## src/rtl/image_raster_tx.sv

```systemverilog
// image_raster_tx
//
// Transmit-side raster streamer for the image encoder pixel port. Pixels are
// accepted from an upstream producer over valid/ready, stamped with their
// raster column/row, and re-issued one cycle later on the encoder's
// valid-only stream. A GAP-cycle idle window follows every emitted pixel so
// the encoder, which cannot apply backpressure, is never over-driven.
//
// Build option: define IMAGE_RASTER_TX_SOF_EN to add in_sof / sof_err
// (start-of-frame realignment with a sticky misalignment flag).
//
// Ports
//   clk         rising-edge clock
//   reset       asynchronous reset, active low
//   enable      gate for new accepts; a running gap countdown is not paused
//   in_valid    upstream pixel valid
//   in_ready    pixel accepted this cycle when in_valid is also high
//   in_data     pixel, channel 0 in the LSBs
//   in_sof      (option) accepted pixel starts a new frame at (0,0)
//   sof_err     (option) sticky: in_sof seen away from (0,0)
//   s_valid     one-cycle pulse per emitted pixel
//   s_col/s_row raster position of the emitted pixel
//   s_data      emitted pixel, unmodified
//   frame_done  pulse with the pixel at (WIDTH-1, HEIGHT-1)
//   frame_cnt   completed frames, wraps modulo 2^16
//
// state | meaning
// ------+--------------------------------------------------------
// RUN   | gap_cnt == 0, a pixel may be accepted when enabled
// HOLD  | gap_cnt > 0, counting down the post-pixel idle window
module image_raster_tx #(
    parameter int  WIDTH  = 896,
    parameter int  HEIGHT = 896,
    parameter int  CHANS  = 3,
    parameter int  BITS   = 32,
    parameter int  GAP    = 0,
    localparam int CW     = $clog2(WIDTH) + 1,
    localparam int RW     = $clog2(HEIGHT) + 1,
    localparam int DW     = CHANS * BITS
) (
    input  logic          clk,
    input  logic          reset,
    input  logic          enable,
    input  logic          in_valid,
    output logic          in_ready,
    input  logic [DW-1:0] in_data,
`ifdef IMAGE_RASTER_TX_SOF_EN
    input  logic          in_sof,
    output logic          sof_err,
`endif
    output logic          s_valid,
    output logic [CW-1:0] s_col,
    output logic [RW-1:0] s_row,
    output logic [DW-1:0] s_data,
    output logic          frame_done,
    output logic [15:0]   frame_cnt
);

    typedef enum logic {
        RUN  = 1'b0,
        HOLD = 1'b1
    } state_t;

    localparam logic [7:0]    GAP_LOAD = 8'(GAP);
    localparam logic [CW-1:0] COL_LAST = CW'(WIDTH - 1);
    localparam logic [RW-1:0] ROW_LAST = RW'(HEIGHT - 1);

    state_t        state, state_nxt;
    logic [7:0]    gap_cnt, gap_nxt;
    logic          accept;
    logic [CW-1:0] col, cur_col, col_nxt;
    logic [RW-1:0] row, cur_row, row_nxt;
    logic          col_wrap;
    logic          frame_end;
`ifdef IMAGE_RASTER_TX_SOF_EN
    logic          sof_bad;
`endif

    // in_ready is gated by reset directly so nothing can be taken while the
    // block is held in reset, yet the first edge after release can accept.
    always_comb begin
        state_nxt = state;
        gap_nxt   = gap_cnt;
        in_ready  = reset && enable && (gap_cnt == 8'd0);
        accept    = in_valid && in_ready;
        case (state)
            RUN: begin
                if (accept && (GAP_LOAD != 8'd0)) begin
                    gap_nxt   = GAP_LOAD;
                    state_nxt = HOLD;
                end
            end
            HOLD: begin
                gap_nxt = gap_cnt - 8'd1;
                if (gap_cnt == 8'd1) begin
                    state_nxt = RUN;
                end
            end
            default: state_nxt = RUN;
        endcase
    end

    always_ff @(posedge clk or negedge reset) begin
        if (!reset) begin
            state   <= RUN;
            gap_cnt <= 8'd0;
        end else begin
            state   <= state_nxt;
            gap_cnt <= gap_nxt;
        end
    end

    // cur_col/cur_row is the position stamped on the pixel being accepted;
    // a start-of-frame beat overrides it to (0,0) and the raster continues
    // from there, so a truncated frame never reaches its frame_done.
    always_comb begin
        cur_col = col;
        cur_row = row;
`ifdef IMAGE_RASTER_TX_SOF_EN
        sof_bad = 1'b0;
        if (in_sof) begin
            cur_col = '0;
            cur_row = '0;
            sof_bad = (col != '0) || (row != '0);
        end
`endif
        col_wrap  = (cur_col == COL_LAST);
        frame_end = col_wrap && (cur_row == ROW_LAST);
        col_nxt   = col_wrap ? '0 : cur_col + CW'(1);
        row_nxt   = cur_row;
        if (col_wrap) begin
            row_nxt = frame_end ? '0 : cur_row + RW'(1);
        end
    end

    always_ff @(posedge clk or negedge reset) begin
        if (!reset) begin
            col        <= '0;
            row        <= '0;
            s_valid    <= 1'b0;
            s_col      <= '0;
            s_row      <= '0;
            s_data     <= '0;
            frame_done <= 1'b0;
            frame_cnt  <= 16'd0;
`ifdef IMAGE_RASTER_TX_SOF_EN
            sof_err    <= 1'b0;
`endif
        end else begin
            s_valid    <= accept;
            frame_done <= accept && frame_end;
            if (accept) begin
                s_col  <= cur_col;
                s_row  <= cur_row;
                s_data <= in_data;
                col    <= col_nxt;
                row    <= row_nxt;
                if (frame_end) begin
                    frame_cnt <= frame_cnt + 16'd1;
                end
`ifdef IMAGE_RASTER_TX_SOF_EN
                if (sof_bad) begin
                    sof_err <= 1'b1;
                end
`endif
            end
        end
    end

endmodule

```

## config.mk

```make
export PLATFORM = sky130hd
export DESIGN_NAME = image_raster_tx
export DESIGN_NICKNAME = d
export VERILOG_FILES = /design/src/rtl/image_raster_tx.sv
export SDC_FILE = /design/constraint.sdc
export NUM_CORES = 1
export LEC_CHECK = 0
export ABC_AREA = 0
export BUFFER_PORTS_ARGS = -buffer_cell sky130_fd_sc_hd__buf_2
export CAP_MARGIN = 10
export CORE_ASPECT_RATIO = 0.6
export CORE_MARGIN = 5
export CORE_UTILIZATION = 25
export CTS_BUF_LIST = sky130_fd_sc_hd__clkbuf_8
export CTS_CLUSTER_SIZE = 24
export DETAILED_ROUTE_END_ITERATION = 12
export PLACE_DENSITY = 0.47
export SYNTH_ARGS = -nofsm -noshare
export SYNTH_HDL_FRONTEND = slang
export SYNTH_SLANG_ARGS = --single-unit
```

## constraint.sdc

```tcl
create_clock -name clk -period 2.2 [get_ports clk]
set_input_delay 0.33 -clock clk [delete_from_list [all_inputs] [get_ports clk]]
set_output_delay 0.33 -clock clk [all_outputs]
set_load 0.1 [all_outputs]
```

After elaboration in Yosys (flattened, before gate mapping)
Index checks and enable logic that the tools add are counted.
{"block": "op_classes", "addsub": 4, "n_eq_ne": 3, "n_mux": 4, "reduce_logical": 8}
{"operator": "$add 11x1->11 const B", "count": 2}
{"operator": "$eq 11x10->1 const B", "count": 2}
{"operator": "$mux 11", "count": 2}
{"operator": "$add 16x1->16 const B", "count": 1}
{"operator": "$eq 8x1->1 const B", "count": 1}
{"operator": "$logic_not 8->1", "count": 1}
{"operator": "$sub 8x1->8 const B", "count": 1}
{"operator": "$logic_and 1x1->1", "count": 5}
{"operator": "$reduce_and 2->1", "count": 2}
{"operator": "$mux 1", "count": 2}
{"block": "totals", "ff_bits": 167, "inputBits": 100, "wordCells": 29}

Depth between registers and ports, before layout
Gate-level depths: netlist (run 1).
{"block": "logic_depth", "word_depth": 4, "ltp_mapped": 11, "depth_no_buf": 8}

Worst setup path after synthesis (run 1)
Ideal clock, no wire load.
{"block": "synth_path", "path_type": "reg-to-reg", "startpoint": "register gap_cnt[3]", "endpoint": "register frame_cnt[10]", "t_arrival_ns": 2.169, "t_required_ns": 2.040, "slack_ns": -0.129, "stages_incl_launch_ff": 8, "synth_period_minus_slack_ns": 2.329, "cell_sequence": "dfrtp_1 or4_4 or4_4 buf_6 inv_6 nand4_1 nand2b_1 xnor2_1"}
{"block": "synth_via", "elab_chain_len": 4}
{"element": "from (decl)", "line_no": "69", "rtl": "logic [7:0] gap_cnt, gap_nxt;"}
{"element": "from (signal assigned)", "line_no": "109", "rtl": "gap_cnt <= gap_nxt;"}
{"element": "$logic_not 8->1", "line_no": "84", "rtl": "in_ready = reset && enable && (gap_cnt == 8'd0);"}
{"element": "$logic_and 1x1->1", "line_no": "84"}
{"element": "$logic_and 1x1->1", "line_no": "85", "rtl": "accept = in_valid && in_ready;"}
{"element": "$reduce_and 2->1 (no source line)"}
{"element": "to (signal assigned)", "line_no": "159", "rtl": "frame_cnt <= frame_cnt + 16'd1;"}
{"element": "to (decl)", "line_no": "56", "rtl": "output logic [15:0] frame_cnt"}
Every way passes these cells.
A chain may end at the register's enable or synchronous reset.

Final worst setup path (run 1)
{"block": "layout_path", "startpoint": "register gap_cnt[3]", "endpoint": "output in_ready"}
{"block": "layout_via", "elab_chain_len": 2}
{"element": "$logic_not 8->1", "line_no": "84"}
{"element": "$logic_and 1x1->1", "line_no": "84"}
{"element": "to (decl)", "line_no": "45", "rtl": "output logic in_ready,"}
Every way passes these cells.

==> results of run 1 <==
-- registers in the layout, indices dropped and copies added, names as in the netlist, 8 cells and up --
name and flops:
gap_cnt 8, frame_cnt 16, s_col 11, s_data 96
s_row 11, col 11, cur_row 11
-- critical path: stages, from the launching register on --
cell and delay [ps]:
dfrtp_1 380, or4_4 540, buf_6 140, nor3_4 120, and4_4 250, buf_12 170
-- worst paths after layout --
kind,startpoint,end,slack (ps)
worst min register to register,frame_cnt[15],frame_cnt[15],470
worst max register to register,gap_cnt[3],frame_cnt[11],-40
worst max-delay path,gap_cnt[3],in_ready,-200
max in group asynchronous,reset,frame_cnt[4],1450
min in group clk,in_data[41],s_data[41],60
worst min-delay path,reset,gap_cnt[1],40
-- cell usage after synthesis (2+ instances only) --
master    number  area share [%]
nand2_1      367              20
dfrtp_1      167              62
nor2_1        19             1.1
buf_2         15             1.1
nand3_1       15             1.1
o21ai_0       15             1.1
xnor2_1       15             1.9
clkbuf_1      14            0.78
xor2_1        14             1.8
nand4_1       11             1.0
inv_1          7            0.39
ha_1           6             1.1
and2_1         5            0.46
nor3_1         4            0.30
and3_1         3            0.28
mux2_2         3            0.50
nor3_2         3            0.45
o31ai_1        3            0.33
a21o_1         2            0.22
a21oi_1        2            0.15
a31oi_1        2            0.19
and4_1         2            0.26
buf_6          2            0.33
nand2b_1       2            0.19
nand4b_1       2            0.26
nor4_1         2            0.19
or4_1          2            0.22
or4_4          2            0.33
-- where the power goes --
part	leakage [nW]	total (mW)	switching [mW]	internal, mW
combinational	3.27	3.52	2.90	0.613
sequential	2.15	3.60	0.193	3.40
clock	0.161	1.99	1.17	0.826
-- final cells by class --
cell class | count | area [µm²] | area share [%]
flip-flops and latches | 167 | 4180 | 40.6
inverters | 8 | 42.5 | 0.413
repair buffers | 351 | 2630 | 25.5
clock inverters | 12 | 82.6 | 0.801
well taps | 360 | 450 | 4.37
repair inverters | 1 | 8.76 | 0.0850
multi-input cells | 509 | 2650 | 25.7
clock buffers | 19 | 262 | 2.54
-- per-stage QoR --
step           TNS (ps)  worst slack (ps)  hold slack, ps
2_1_floorplan      -132             -61.6            34.4
3_3_place_gp      -22.9             -22.9             451
3_5_place_dp       -680             -38.3             456
4_1_cts            -266              -265           0.305
5_1_grt           -8090              -316            6.97
6_report          -1030              -199            36.8
-- logic make-up after synthesis --
kind of cell	Yosys count	share of synthesized area, %
xor gates and xnor gates	29	3.77
muxes	3	0.501
buffers and inverters	39	2.75
AOI/OAI and AO/OA	26	2.25
DFF	167	62.0
adders and majority gates	6	1.11
and+or+nand+nor	445	27.6
-- layer usage --
| layer | track usage, % | share of wire [%] | routed length, µm |
|---|---|---|---|
| met2 | 18.2 | 43 | 8840 |
| met3 | 4.86 | 6.6 | 1380 |
| met4 | 3.76 | 1.1 | 237 |
| met1 | 17.8 | 50 | 10300 |
| met5 | 0 | 0 | 0 |
-- what timing repair did --
item / CTS / global route
hold buffers: 57 / 0
endpoints found under the setup margin: 45 / 54
gates resized for setup: 7 / 110
pin swaps: 1 / 26
hold endpoints to repair: 57 / 0
setup buffers: 2 / 13
gates cloned: 0 / 12
==> impl_metrics.json, run 1 <==
{
  "critPathKind": "flip-flop to output port",
  "final_common_cell": "nand2_1",
  "p_total_mw": 9.10,
  "power.leakage_nw": 5.58,
  "num_antenna_cells": 0,
  "violations": "setup timing",
  "fillCellCount": 2693,
  "pwr_density_cell_mw_per_mm2": 883,
  "final_util_pct": 38.9,
  "ant_nets": 0,
  "final_cells": 1427,
  "place.port_buffers": 236,
  "rows": 46,
  "clk_pin_slew_ps": 80,
  "drc": 0,
  "syn_area_mm2": 0.00674,
  "clk_path_buf_depth": 2,
  "final_max_slew_viol_count": 0,
  "grt_pass1_vias": 5768,
  "dp_cells": 1313,
  "die_h_um": 137,
  "finalCriticalPeriod_ps": 2400,
  "core_area_mm2": 0.0265,
  "synthFlopType": "dfrtp_1",
  "nets": 1161,
  "fin_crit_sh_pct": 109,
  "hold_viol_final": 0,
  "cts_root_buffer": "clkbuf_8",
  "fmax_mhz": 417,
  "dieArea_mm2": 0.0305,
  "routed_wl_um": 20800,
  "status": "finished, violations left",
  "gp_congestion": 0.739,
  "first_iter_violations": 295,
  "syn-num-nets": 821,
  "wl_per_cell_um": 14.6,
  "hp-class": "primary input to asynchronous set/reset pin",
  "place_area_mm2": 0.00858,
  "skew_ps": 9.88,
  "final_cell_mix": "nand2_1, buf_2, dfrtp_1",
  "grtUsageTotal_pct": 12.7,
  "synth-seq-cells": 167,
  "clock_sinks": 167,
  "final.setup.worst_slack_ps": -199,
  "rr_worst_depth": 7,
  "overflow": 0,
  "dp_hpwl_um": 13000,
  "syn_avg_cell_area_um2": 9.43,
  "antenna_found_initial": 0,
  "ioPinCount": 237,
  "synth.distinct_cells": 37,
  "synth-edff-count": 0,
  "synthArstFlopShare_pct": 100,
  "yosysWarnings": 0,
  "syn_inst": 715,
  "cts_tree": "built",
  "chipWidth_um": 222,
  "start_kind": "flip-flop",
  "ir_drop_mv": 0.457,
  "clock_latency_ps": 470,
  "drv_cap": 0,
  "drive_gt1_share_pct": 36.8,
  "start_util_pct": 25.5,
  "tightest_slew_ps": 934,
  "dr.pass1.iters": 4,
  "grt_pass1_wl_um": 30700,
  "synth-seq-area-share_pct": 62.0,
  "postLayoutCellArea_mm2": 0.0103,
  "crit_arrival_ps": 2070,
  "slew_headroom_pct": 37.7,
  "end_kind": "output port",
  "htreeDepth": 4,
  "crit_fanout": 3,
  "cp.required_ps": 1870,
  "syn2layout_area_growth_pct": 52.9,
  "vias": 5885,
  "routed_via_density": 4.12,
  "cts_buffers": 17,
  "setup_viol": 76,
  "rsz0062_at_grt": "true",
  "grt_max_degree": 168
}
(Power assumes the default switching activity.)
==> run 2, diff against run 1 <==
==> constraint.sdc (replaced) <==
create_clock -name clk -period 2.2 [get_ports clk]
set_input_delay 0.44 -clock clk [delete_from_list [all_inputs] [get_ports clk]]
set_output_delay 0.44 -clock clk [all_outputs]
set_load 0.1 [all_outputs]
==> run 2 against run 1 <==
The run still ends with setup timing left. Non-clock buffer count decreased by 45. Clock power increased by 13%. Maximum frequency is 4.1% lower. Final cell count shrank 3.0%. Register-to-register slack worse by 230 ps. Worst setup slack got worse by 100 ps. Largest cell class unchanged. Highest routed layer unchanged.
==> impl_metrics.json, run 2 (same netlist as run 1, synthesis figures left out) <==
{
  "status": "finished, violations left",
  "violations": "setup timing",
  "dp_hpwl_um": 12900,
  "ir_drop_mv": 0.430,
  "start_kind": "flip-flop",
  "syn2layout_area_growth_pct": 47.3,
  "postLayoutCellArea_mm2": 0.00993,
  "drv_cap": 0,
  "hp-class": "primary input to asynchronous set/reset pin",
  "cts_buffers": 17,
  "ioPinCount": 237,
  "clock_sinks": 167,
  "regToRegSetupSlack_ps": -270,
  "rows": 46,
  "place_area_mm2": 0.00858,
  "top_register": "s_data",
  "grt_pass1_wl_um": 29300,
  "pwr-share-seq_pct": 38.6,
  "end_kind": "output port",
  "cts_tree": "built",
  "grtUsageMet3_pct": 5.13,
  "clk_pin_slew_ps": 80,
  "dr.pass1.iters": 4,
  "place.port_buffers": 236,
  "final_cell_mix": "nand2_1, buf_2, dfrtp_1",
  "final_max_slew_viol_count": 0,
  "rr_worst_depth": 10,
  "ant_nets": 0,
  "cts_root_buffer": "clkbuf_8",
  "dp_cells": 1313,
  "gp_congestion": 0.741,
  "clock_latency_ps": 480,
  "power.internal_mw": 5.03,
  "antenna_found_initial": 1,
  "skew_ps": 16.0,
  "routed_via_density": 4.09,
  "core_area_mm2": 0.0265,
  "top_usage_layer": "met1",
  "wl_per_cell_um": 15.3,
  "critPathKind": "flip-flop to output port",
  "cp.required_ps": 1760,
  "r2r-start": "gap_cnt[3]",
  "overflow": 0,
  "fmax_mhz": 400,
  "htreeDepth": 4,
  "fin_tns_setup_ps": -27090,
  "drc": 0,
  "crit_arrival_ps": 2060,
  "grt_pass1_vias": 5427,
  "chipWidth_um": 222,
  "r2r_end": "s_data[70]",
  "nets": 1116,
  "clk_path_buf_depth": 2,
  "start_util_pct": 25.5,
  "final_common_cell": "nand2_1",
  "routed_wl_um": 21200,
  "finalCriticalPeriod_ps": 2500,
  "die_h_um": 137,
  "final_cells": 1384,
  "pwr_density_cell_mw_per_mm2": 934,
  "grt_max_degree": 168,
  "drive_gt1_share_pct": 36.7,
  "final.setup.worst_slack_ps": -302,
  "met2_usage_pct": 16.6,
  "hold_viol_final": 0,
  "rsz0062_at_grt": "true",
  "clkPwrFrac_pct": 24.1,
  "pre_cts_ws_ps": -55.9,
  "largest_reg_flops": 96,
  "dieArea_mm2": 0.0305,
  "power_frac_comb_pct": 37.2,
  "vias": 5667,
  "grtUsageTotal_pct": 12.2,
  "crit_fanout": 3,
  "postCtsHoldBufs": 0,
  "p_sw_share_pct": 45.8,
  "setup_viol": 157,
  "fin_crit_sh_pct": 114,
  "power.leakage_nw": 5.47,
  "slew_headroom_pct": 38.0,
  "p_switching_mw": 4.25,
  "tightest_slew_ps": 930,
  "largestRegisters": "s_data x96, frame_cnt x16",
  "met1_usage_pct": 17.4,
  "first_iter_violations": 345
}
-- run 2: changes by cell type in the layout (fill, tap and decap cells not counted), moves of 3 or more --
cell | previous run | this run
dlygate4sd3_1 | 57 | 0
nand2_1 | 334 | 363
nand2_2 | 28 | 3
clkbuf_16 | 11 | 16
nand2_4 | 4 | 0
clkinvlp_4 | 7 | 4
-- run 2: stage by stage --
stage | utilization [%] | hold slack, ps | total power [mW]
finish | 37.5 | 141 | 9.27
global route | 37.5 | 91.3 | 9.71
CTS | 34.0 | 95.1 | 9.28
detailed placement | 32.4 | 455 | 6.98
global placement | 32.4 | 451 | 6.98
floorplan | - | 144 | 6.29
-- run 2: cell type report --
type,count,area [µm²]
Antenna cell,1,2.50
Clock buffer,19,262
Clock inverter,13,133
Fill cell,2720,16500
Inverter,8,42.5
Multi-Input combinational cell,509,2550
Sequential cell,167,4180
Tap cell,360,450
Timing Repair Buffer,306,2290
Timing Repair inverter,1,8.76
-- run 2: critical path, cell delays in order (launching register included) --
cell,delay [ps]
dfrtp_1,380
or4_4,540
buf_6,140
nor3_4,130
and4_4,240
buf_12,170
-- run 2: what timing repair did --
item                                   in CTS  in global routing
resized for setup                           7                 82
setup buffers                               2                 16
endpoints found under the hold margin       0                  0
setup endpoints to repair                  48                 64
gates cloned                                0                 20
pin swaps                                   1                 15
-- run 2: power by group through the flow --
stage                     sequential, mW  clock, mW  combinational [mW]
final                               3.58       2.24                3.45
after global routing                3.63       2.49                3.59
after CTS                           3.58       2.35                3.35
after detailed placement            3.63          0                3.34
after global placement              3.64          0                3.34
after floorplan                     5.93          0               0.363
-- run 2: routing by layer --
layer | vias up | part of all wire (%)
li1 | 2859 | -
met1 | 2665 | 50
met2 | 133 | 42
met3 | 10 | 7.1
met4 | 0 | 0.84
met5 | - | 0
-- run 2: how the worst max path moves through the flow --
stage	startpoint	to	slack, ps	depth (start not counted)
6_report	gap_cnt[3]	in_ready	-300	5
3_5_place_dp	gap_cnt[3]	cur_row[7]	-60	6
5_1_grt	gap_cnt[3]	in_ready	-440	5
4_1_cts	gap_cnt[3]	in_ready	-380	5
3_3_place_gp	gap_cnt[3]	cur_row[7]	-30	6
2_1_floorplan	gap_cnt[3]	cur_row[7]	-60	7
